$ cat src/rtl/multi_4bits.sv
// -----------------------------------------------------------------------------
// multi_4bits : free-running unsigned multiplier, P = A * B.
//
// Default build: iterative shift-add datapath driven by a four-state FSM
// (IDLE / LOAD / CALC / DONE).
//   - It watches the operand inputs and recomputes whenever they differ from
//     the operands it last latched.
//   - A new product appears bits+2 edges after the change is sampled.
//   - P is written only from DONE, and only when the operands were stable for
//     the whole computation, so a stale or partial product is never published.
//
// Build option MULTI_COMB_EN:
//   - When defined, the FSM is compiled out.
//   - The combinational product A*B is registered every cycle (1-cycle latency).
//
// Reset (rst) is asynchronous and active-high and clears all state.
// -----------------------------------------------------------------------------
module multi_4bits #(
  parameter int bits = 4
) (
  input  logic              clk,
  input  logic              rst,
  input  logic [bits-1:0]   A,
  input  logic [bits-1:0]   B,
  output logic [2*bits-1:0] P
);

  localparam int PW = 2 * bits;

  logic [PW-1:0] p_d;
  logic [PW-1:0] p_q;

`ifdef MULTI_COMB_EN

  // Single-cycle product: multiply the live inputs at full product width.
  always_comb begin
    p_d = PW'(A) * PW'(B);
  end

  // Register the product; reset clears it immediately.
  always_ff @(posedge clk or posedge rst) begin
    if (rst) begin
      p_q <= {PW{1'b0}};
    end else begin
      p_q <= p_d;
    end
  end

`else

  // Counter wide enough to reach 'bits' so the final increment cannot wrap.
  localparam int CW = (bits < 2) ? 1 : $clog2(bits + 1);

  typedef enum logic [1:0] {
    IDLE = 2'd0,
    LOAD = 2'd1,
    CALC = 2'd2,
    DONE = 2'd3
  } state_t;

  state_t        state_d;
  state_t        state_q;

  logic [bits-1:0] opa_d;
  logic [bits-1:0] opa_q;
  logic [bits-1:0] opb_d;
  logic [bits-1:0] opb_q;

  logic [PW-1:0]   acc_d;
  logic [PW-1:0]   acc_q;
  logic [PW-1:0]   mcand_d;
  logic [PW-1:0]   mcand_q;
  logic [bits-1:0] mplier_d;
  logic [bits-1:0] mplier_q;
  logic [CW-1:0]   cnt_d;
  logic [CW-1:0]   cnt_q;

  logic            op_chg_s;
  logic            last_step_s;

  // Operand-change detect and the final CALC step marker.
  always_comb begin
    op_chg_s    = (A != opa_q) || (B != opb_q);
    last_step_s = (cnt_q == CW'(bits - 1));
  end

  // State register and datapath flops; reset clears everything to IDLE/zero.
  always_ff @(posedge clk or posedge rst) begin
    if (rst) begin
      state_q  <= IDLE;
      opa_q    <= {bits{1'b0}};
      opb_q    <= {bits{1'b0}};
      acc_q    <= {PW{1'b0}};
      mcand_q  <= {PW{1'b0}};
      mplier_q <= {bits{1'b0}};
      cnt_q    <= {CW{1'b0}};
      p_q      <= {PW{1'b0}};
    end else begin
      state_q  <= state_d;
      opa_q    <= opa_d;
      opb_q    <= opb_d;
      acc_q    <= acc_d;
      mcand_q  <= mcand_d;
      mplier_q <= mplier_d;
      cnt_q    <= cnt_d;
      p_q      <= p_d;
    end
  end

  // Next-state logic: any operand change outside IDLE aborts back to LOAD.
  // LOAD latches the live inputs, so it always proceeds to CALC.
  always_comb begin
    state_d = state_q;
    case (state_q)
      IDLE: begin
        if (op_chg_s) begin
          state_d = LOAD;
        end else begin
          state_d = IDLE;
        end
      end
      LOAD: begin
        state_d = CALC;
      end
      CALC: begin
        if (op_chg_s) begin
          state_d = LOAD;
        end else if (last_step_s) begin
          state_d = DONE;
        end else begin
          state_d = CALC;
        end
      end
      DONE: begin
        if (op_chg_s) begin
          state_d = LOAD;
        end else begin
          state_d = IDLE;
        end
      end
      default: begin
        state_d = IDLE;
      end
    endcase
  end

  // Datapath/output logic: load operands, run shift-add steps,
  // and publish the accumulator only when the operands stayed stable.
  always_comb begin
    opa_d    = opa_q;
    opb_d    = opb_q;
    acc_d    = acc_q;
    mcand_d  = mcand_q;
    mplier_d = mplier_q;
    cnt_d    = cnt_q;
    p_d      = p_q;
    case (state_q)
      IDLE: begin
        p_d = p_q;
      end
      LOAD: begin
        opa_d    = A;
        opb_d    = B;
        acc_d    = {PW{1'b0}};
        mcand_d  = PW'(A);
        mplier_d = B;
        cnt_d    = {CW{1'b0}};
      end
      CALC: begin
        if (op_chg_s) begin
          // Abandoned computation: hold; LOAD reinitialises everything.
          acc_d = acc_q;
        end else begin
          if (mplier_q[0]) begin
            acc_d = acc_q + mcand_q;
          end else begin
            acc_d = acc_q;
          end
          mcand_d  = mcand_q << 1;
          mplier_d = mplier_q >> 1;
          cnt_d    = cnt_q + CW'(1);
        end
      end
      DONE: begin
        if (op_chg_s) begin
          p_d = p_q;
        end else begin
          p_d = acc_q;
        end
      end
      default: begin
        p_d = p_q;
      end
    endcase
  end

`endif

  assign P = p_q;

endmodule

$ cat config.mk
export PLATFORM = sky130hd
export DESIGN_NAME = multi_4bits
export DESIGN_NICKNAME = d
export VERILOG_FILES = /design/src/rtl/multi_4bits.sv
export SDC_FILE = /design/constraint.sdc
export NUM_CORES = 1
export LEC_CHECK = 0
export CAP_MARGIN = 20
export CORE_MARGIN = 2
export CORE_UTILIZATION = 23
export DETAILED_ROUTE_END_ITERATION = 16
export DONT_BUFFER_PORTS = 1
export SLEW_MARGIN = 20
export SYNTH_ARGS = -nofsm -noshare
export SYNTH_HDL_FRONTEND = slang
export SYNTH_SLANG_ARGS = --single-unit
$ cat constraint.sdc
create_clock -name clk -period 4.8 [get_ports clk]
set_input_delay 0.96 -clock clk [delete_from_list [all_inputs] [get_ports clk]]
set_output_delay 0.96 -clock clk [all_outputs]
set_load 0.005 [all_outputs]
==> flow_summary.json, run 1 <==
{
  "outcome": "complete, no violations",
  "fin_area_mm2": 0.00235,
  "finalSetupViolCount": 0,
  "reg2reg_from": "state_q[0]$_DFF_PP0_",
  "gp_congestion": 0.761,
  "synthesis.area_mm2": 0.00213,
  "ff2ff_path_depth": 6,
  "worstSetupEndpointType": "flop",
  "finalCritPeriodShare_pct": 51.0,
  "min_to": "acc_q[7]$_DFFE_PP0P_",
  "grt_pass1_vias": 1430,
  "worstSkewPairLatency_ns": 0.29,
  "die_x_um": 100,
  "relSlewSlack_pct": 41.7,
  "synth_xor_area_share_pct": 4.52,
  "leakage_nw": 1.03,
  "dr.pass1.iters": 4,
  "drt-wirelength-per-cell_um": 12.9,
  "core_mm2": 0.00911,
  "hp-class": "reg -> reg",
  "placementRows": 35,
  "synthesis.yosys.warnings": 0,
  "synth_top_family_by_area": "multiplexers",
  "cp.arrival_ns": 2.62,
  "tritoncts": "built",
  "initial_core_util_pct": 23.4,
  "cp_cell_sequence": "xnor2_1 -> nand4_1 -> or4_4 -> or4_1 -> mux2i_1",
  "r2r_slack_ns": 2.36,
  "cts-root-buf": "clkbuf_8",
  "cts_resized": 0,
  "rsz0062_at_grt": "false",
  "fillers": 955,
  "synthMuxAreaShare_pct": 12.7,
  "synth_compound_area_share_pct": 11.0,
  "min_period_ns": 2.45,
  "synthAdderAreaFrac_pct": 8.56,
  "grt_pass1_wl_um": 7110,
  "postCtsSetupBuffers": 0,
  "critical_path_buf_inv_count": 0,
  "synth_top_cell_area_share_pct": 48.1,
  "ctsHoldBuffers": 0,
  "wl_um": 4040,
  "diodes": 0,
  "avgSynthCellArea_um2": 10.7,
  "route.detailed.drc": 0,
  "holdPathStages": 1,
  "setup_tns_ns": 0,
  "post_dp_cell_area_mm2": 0.00226,
  "dp_hpwl_um": 2940,
  "die_h_um": 100,
  "cts_buffer_depth": 2,
  "power.density_mw_per_mm2": 446,
  "rr_endpoint": "acc_q[7]$_DFFE_PP0P_",
  "yosysTopAreaCell": "dfrtp_1",
  "viasPerCell": 4.53,
  "crit_path_top_delay_cell": "or4_4",
  "grt.busiest_layer": "met2",
  "ys_types": 31,
  "cts_buffers": 5,
  "ys_seq_elements": 41,
  "clk_pin_slew_ns": 0.07,
  "seq_area_frac_synth_pct": 48.1,
  "gr-usage-all-layers_pct": 8.97,
  "io_buffers": 0,
  "grt_use_met2_pct": 13.2,
  "min-delay-start": "acc_q[7]$_DFFE_PP0P_",
  "die_area_mm2": 0.0101,
  "layout-drive-gt1-share_pct": 14.4,
  "worst-path-max-fanout": 13,
  "critPathLaunchType": "input port",
  "routed-via-count": 1418,
  "synth_area_leaders": "dfrtp_1 48%, mux2_2 8.4%, ha_1 7.6%",
  "fmax_ghz": 0.408,
  "grt_remaining_overflow": 0,
  "clock_skew_ns": 0.00649,
  "slowest_delay_ns": 0.62,
  "grt_max_degree": 42,
  "synthSimpleGateAreaFrac_pct": 11.7,
  "synth.net_count": 224,
  "cp.required_ns": 4.97,
  "area_delta_synth_final_pct": 10.0,
  "hold_viol": 0,
  "slew_violations": 0,
  "synthCells": 200,
  "criticalPathCategory": "in -> reg",
  "worstMarginPinSlew_ns": 0.873,
  "htree_levels": 2,
  "clock_sinks": 41,
  "maxCapViolations": 0,
  "io_pins": 18,
  "ant_nets": 0,
  "fin_nets": 225,
  "drt-initial-drc-count": 92,
  "met3_usage_pct": 3.48,
  "antenna_found_initial": 0,
  "vdd_drop_max_uv": 309,
  "use_met1_pct": 11.9,
  "crit_family": "simple AND/OR/NAND/NOR gates"
}
-- Yosys cell counts (all sizes together) --
cell type	number
a21o	3
a21oi	12
and3	2
buf	2
clkbuf	7
dfrtp	41
fa	1
ha	13
inv	10
mux2	16
mux2i	9
nand2	23
nand3	10
nand4	2
nand4b	1
nor2	5
nor2b	3
nor3	1
nor4	2
o211a	1
o21ai	11
o21bai	1
o22ai	2
o31ai	2
o32ai	6
or2	1
or4	2
xnor2	10
xor2	1
-- layer usage --
metal / routed length (µm) / share of wire (%) / vias up
met1: 2000 / 50 / 688
li1: - / - / 706
met4: 35 / 0.87 / 0
met5: 0 / 0 / -
met3: 261 / 6.5 / 4
met2: 1740 / 43 / 20
-- final cells by class --
| cell class | count | area, µm² | share of cell area, % |
|---|---|---|---|
| Multi-Input combinational cell | 140 | 1040 | 44.3 |
| Sequential cell | 41 | 1030 | 43.7 |
| Clock inverter | 2 | 10.0 | 0.426 |
| Inverter | 10 | 37.5 | 1.60 |
| Timing Repair Buffer | 3 | 22.5 | 0.959 |
| Clock buffer | 6 | 72.6 | 3.09 |
| Tap cell | 111 | 139 | 5.92 |
-- power breakdown --
part           leakage (nW)  internal (mW)  switching (mW)
clock network        0.0450          0.101           0.118
logic                 0.454          0.156           0.170
registers             0.533          0.428          0.0744
total                  1.03          0.685           0.362
-- through the flow --
| step | instances | worst slack [ns] | hold WS [ns] | total power [mW] | util [%] |
|---|---|---|---|---|---|
| global route | 313 | 2.26 | 0.499 | 1.13 | 25.8 |
| floorplan | 200 | 2.28 | 0.441 | 0.764 | - |
| finish | 313 | 2.35 | 0.473 | 1.05 | 25.8 |
| CTS | 313 | 2.36 | 0.474 | 1.06 | 25.8 |
| detailed placement | 305 | 2.05 | 0.464 | 0.837 | 24.9 |
| global placement | 305 | 2.07 | 0.462 | 0.831 | 24.9 |
-- how the worst max path moves through the flow --
stage / startpoint / depth (start not counted) / end
floorplan: A[3] / 5 / acc_q[7]$_DFFE_PP0P_
global placement: A[3] / 5 / acc_q[7]$_DFFE_PP0P_
detailed placement: A[3] / 5 / acc_q[7]$_DFFE_PP0P_
CTS: A[3] / 5 / acc_q[7]$_DFFE_PP0P_
global route: state_q[0]$_DFF_PP0_ / 6 / acc_q[7]$_DFFE_PP0P_
finish: A[3] / 5 / acc_q[7]$_DFFE_PP0P_
-- logic make-up after synthesis --
| kind of cell | count (synthesis) |
|---|---|
| AO/OA/AOI/OAI | 38 |
| XOR/XNOR | 11 |
| adder cells (fa/ha/maj) | 14 |
| buffers and inverters | 19 |
| flip-flops | 41 |
| multiplexers | 25 |
| AND/OR/NAND/NOR | 52 |
-- flip-flops by register name (all words and copies together), names as in the netlist --
signal,count
mcand_q,8
state_q,2
opa_q,4
P,8
opb_q,4
acc_q,8
mplier_q,4
cnt_q,3
-- cells in the final DEF (no fill, tap or decap), types with 3 or more instances in the layout --
master	instances
dfrtp_1	41
nand2_1	23
mux2_2	16
ha_1	13
a21oi_1	12
o21ai_0	11
xnor2_1	10
inv_1	10
nand3_1	10
mux2i_1	9
o32ai_1	6
nor2_1	5
clkbuf_8	5
nor2b_1	3
a21o_1	3
buf_4	3
Note: power is estimated with default switching activity, not from simulation.
==> inputs of run 2 (changes only) <==
clock period = 2.25 ns   (was 4.8 ns; I/O delays follow)
==> run 2 against run 1 <==
Net effect:
- worst hold slack got worse by 0.30 ns
- sequential share of layout area shrank 0.60 points
- sequential cell count is the same
- highest routed layer unchanged
- routed wire length is 1.7% higher
==> flow_summary.json, run 2 (synthesis gave the netlist of run 1 again) <==
{
  "layout-drive-gt1-share_pct": 16.6,
  "clock_skew_ns": 0.00578,
  "antenna_found_initial": 0,
  "drt-initial-drc-count": 20,
  "worstMarginPinSlew_ns": 0.521,
  "ctsHoldBuffers": 0,
  "rsz0062_at_grt": "false",
  "clock_sinks": 41,
  "grt_pass1_vias": 1475,
  "routed-via-count": 1420,
  "core_mm2": 0.00911,
  "grt_pass1_wl_um": 7330,
  "initial_core_util_pct": 23.4,
  "fillers": 966,
  "drt-wirelength-per-cell_um": 13.0,
  "maxCapViolations": 0,
  "io_pins": 18,
  "area_delta_synth_final_pct": 11.6,
  "critPathLaunchType": "flop",
  "fin_nets": 230,
  "diodes": 0,
  "drt-met1-wl_um": 1970,
  "io_buffers": 0,
  "min_period_ns": 2.08,
  "dr.pass1.iters": 4,
  "wl_um": 4110,
  "cts_buffer_depth": 2,
  "hold_viol": 0,
  "finalCritPeriodShare_pct": 92.2,
  "finalSetupViolCount": 0,
  "cts-root-buf": "clkbuf_8",
  "cp.arrival_ns": 2.26,
  "die_h_um": 100,
  "wl_met2_um": 1850,
  "grt_remaining_overflow": 0,
  "tritoncts": "built",
  "die_area_mm2": 0.0101,
  "gp_congestion": 0.778,
  "fin_cells": 316,
  "cp.required_ns": 2.43,
  "criticalPathCategory": "reg -> reg",
  "placed_cells": 310,
  "setup_tns_ns": 0,
  "layout_common_cells": "41 x dfrtp_1, 23 x nand2_1, 16 x mux2_2, 13 x ha_1",
  "placementRows": 35,
  "final_common_cell": "dfrtp_1",
  "htree_levels": 2,
  "viasPerCell": 4.49,
  "gr-usage-all-layers_pct": 9.36,
  "route.detailed.drc": 0,
  "power.density_mw_per_mm2": 948,
  "worst-path-max-fanout": 4,
  "leakage_nw": 1.05,
  "hp-class": "in -> async",
  "grt_max_degree": 42,
  "cts_buffers": 5,
  "worstSkewPairLatency_ns": 0.29,
  "worstSetupEndpointType": "flop",
  "vdd_drop_max_uv": 506,
  "ant_nets": 0,
  "die_x_um": 100,
  "clk_pin_slew_ns": 0.08,
  "slew_violations": 0,
  "fmax_ghz": 0.482,
  "relSlewSlack_pct": 65.3,
  "outcome": "complete, no violations",
  "dp_hpwl_um": 2950,
  "dr_wl_met3_um": 261,
  "highest_layer": "met4"
}
-- run 2: what timing repair did --
action	in CTS	in global routing
endpoints found under the setup margin	0	1
gates resized for setup	0	1
setup buffers	0	0
-- run 2: metal layers --
layer | up-vias | GRT usage [%]
li1 | 716 | -
met1 | 676 | 12.1
met2 | 24 | 14.1
met3 | 4 | 4.11
met4 | 0 | 2.85
met5 | - | 0
-- run 2: worst max-delay path, cell delays in order, from the launching register on --
cell     delay (ns)
dfrtp_1        0.39
xnor2_1        0.19
nand4_1        0.23
or4_4          0.47
or4_1          0.54
mux2i_1        0.14
-- run 2: report_power, final --
group	switching (mW)	internal [mW]
logic	0.379	0.367
registers	0.152	0.913
clock network	0.240	0.204
total	0.771	1.48
-- run 2: area by class of cell --
| cell class | instances | area, µm² | share of cell area [%] |
|---|---|---|---|
| multi-input cells | 140 | 1040 | 43.8 |
| flip-flops and latches | 41 | 1030 | 43.1 |
| inverters | 10 | 37.5 | 1.58 |
| clock inverters | 1 | 5.00 | 0.210 |
| clock buffers | 5 | 68.8 | 2.89 |
| repair buffers | 8 | 60.1 | 2.52 |
| well taps | 111 | 139 | 5.84 |
-- run 2: stage by stage --
| stage | cell area, µm² | power (mW) | setup WS [ns] | util, % | hold slack (ns) |
|---|---|---|---|---|---|
| after floorplan | 2130 | 1.63 | 0.126 | - | 0.441 |
| after global placement | 2300 | 1.81 | 0.137 | 25.3 | 0.471 |
| after CTS | 2380 | 2.29 | 0.166 | 26.1 | 0.191 |
| final | 2380 | 2.25 | 0.174 | 26.1 | 0.173 |
| after detailed placement | 2300 | 1.83 | 0.142 | 25.3 | 0.488 |
| after global routing | 2380 | 2.44 | 0.0401 | 26.1 | 0.218 |
-- run 2: final timing paths --
check                                          start                endpoint  slack, ns  cells after the start
worst max-delay path            opb_q[3]$_DFFE_PP0P_    acc_q[7]$_DFFE_PP0P_       0.17                      5
min in group clk                                A[0]  mcand_q[0]$_DFFE_PP0P_       0.30                      2
max in group asynchronous                        rst    opa_q[2]$_DFFE_PP0P_       1.72                      2
worst max register to register  opb_q[3]$_DFFE_PP0P_    acc_q[7]$_DFFE_PP0P_       0.17                      5
worst min register to register  cnt_q[0]$_DFFE_PP0P_    cnt_q[0]$_DFFE_PP0P_       0.49                      1
worst min-delay path                             rst        P[4]$_DFFE_PP0P_       0.17                      2
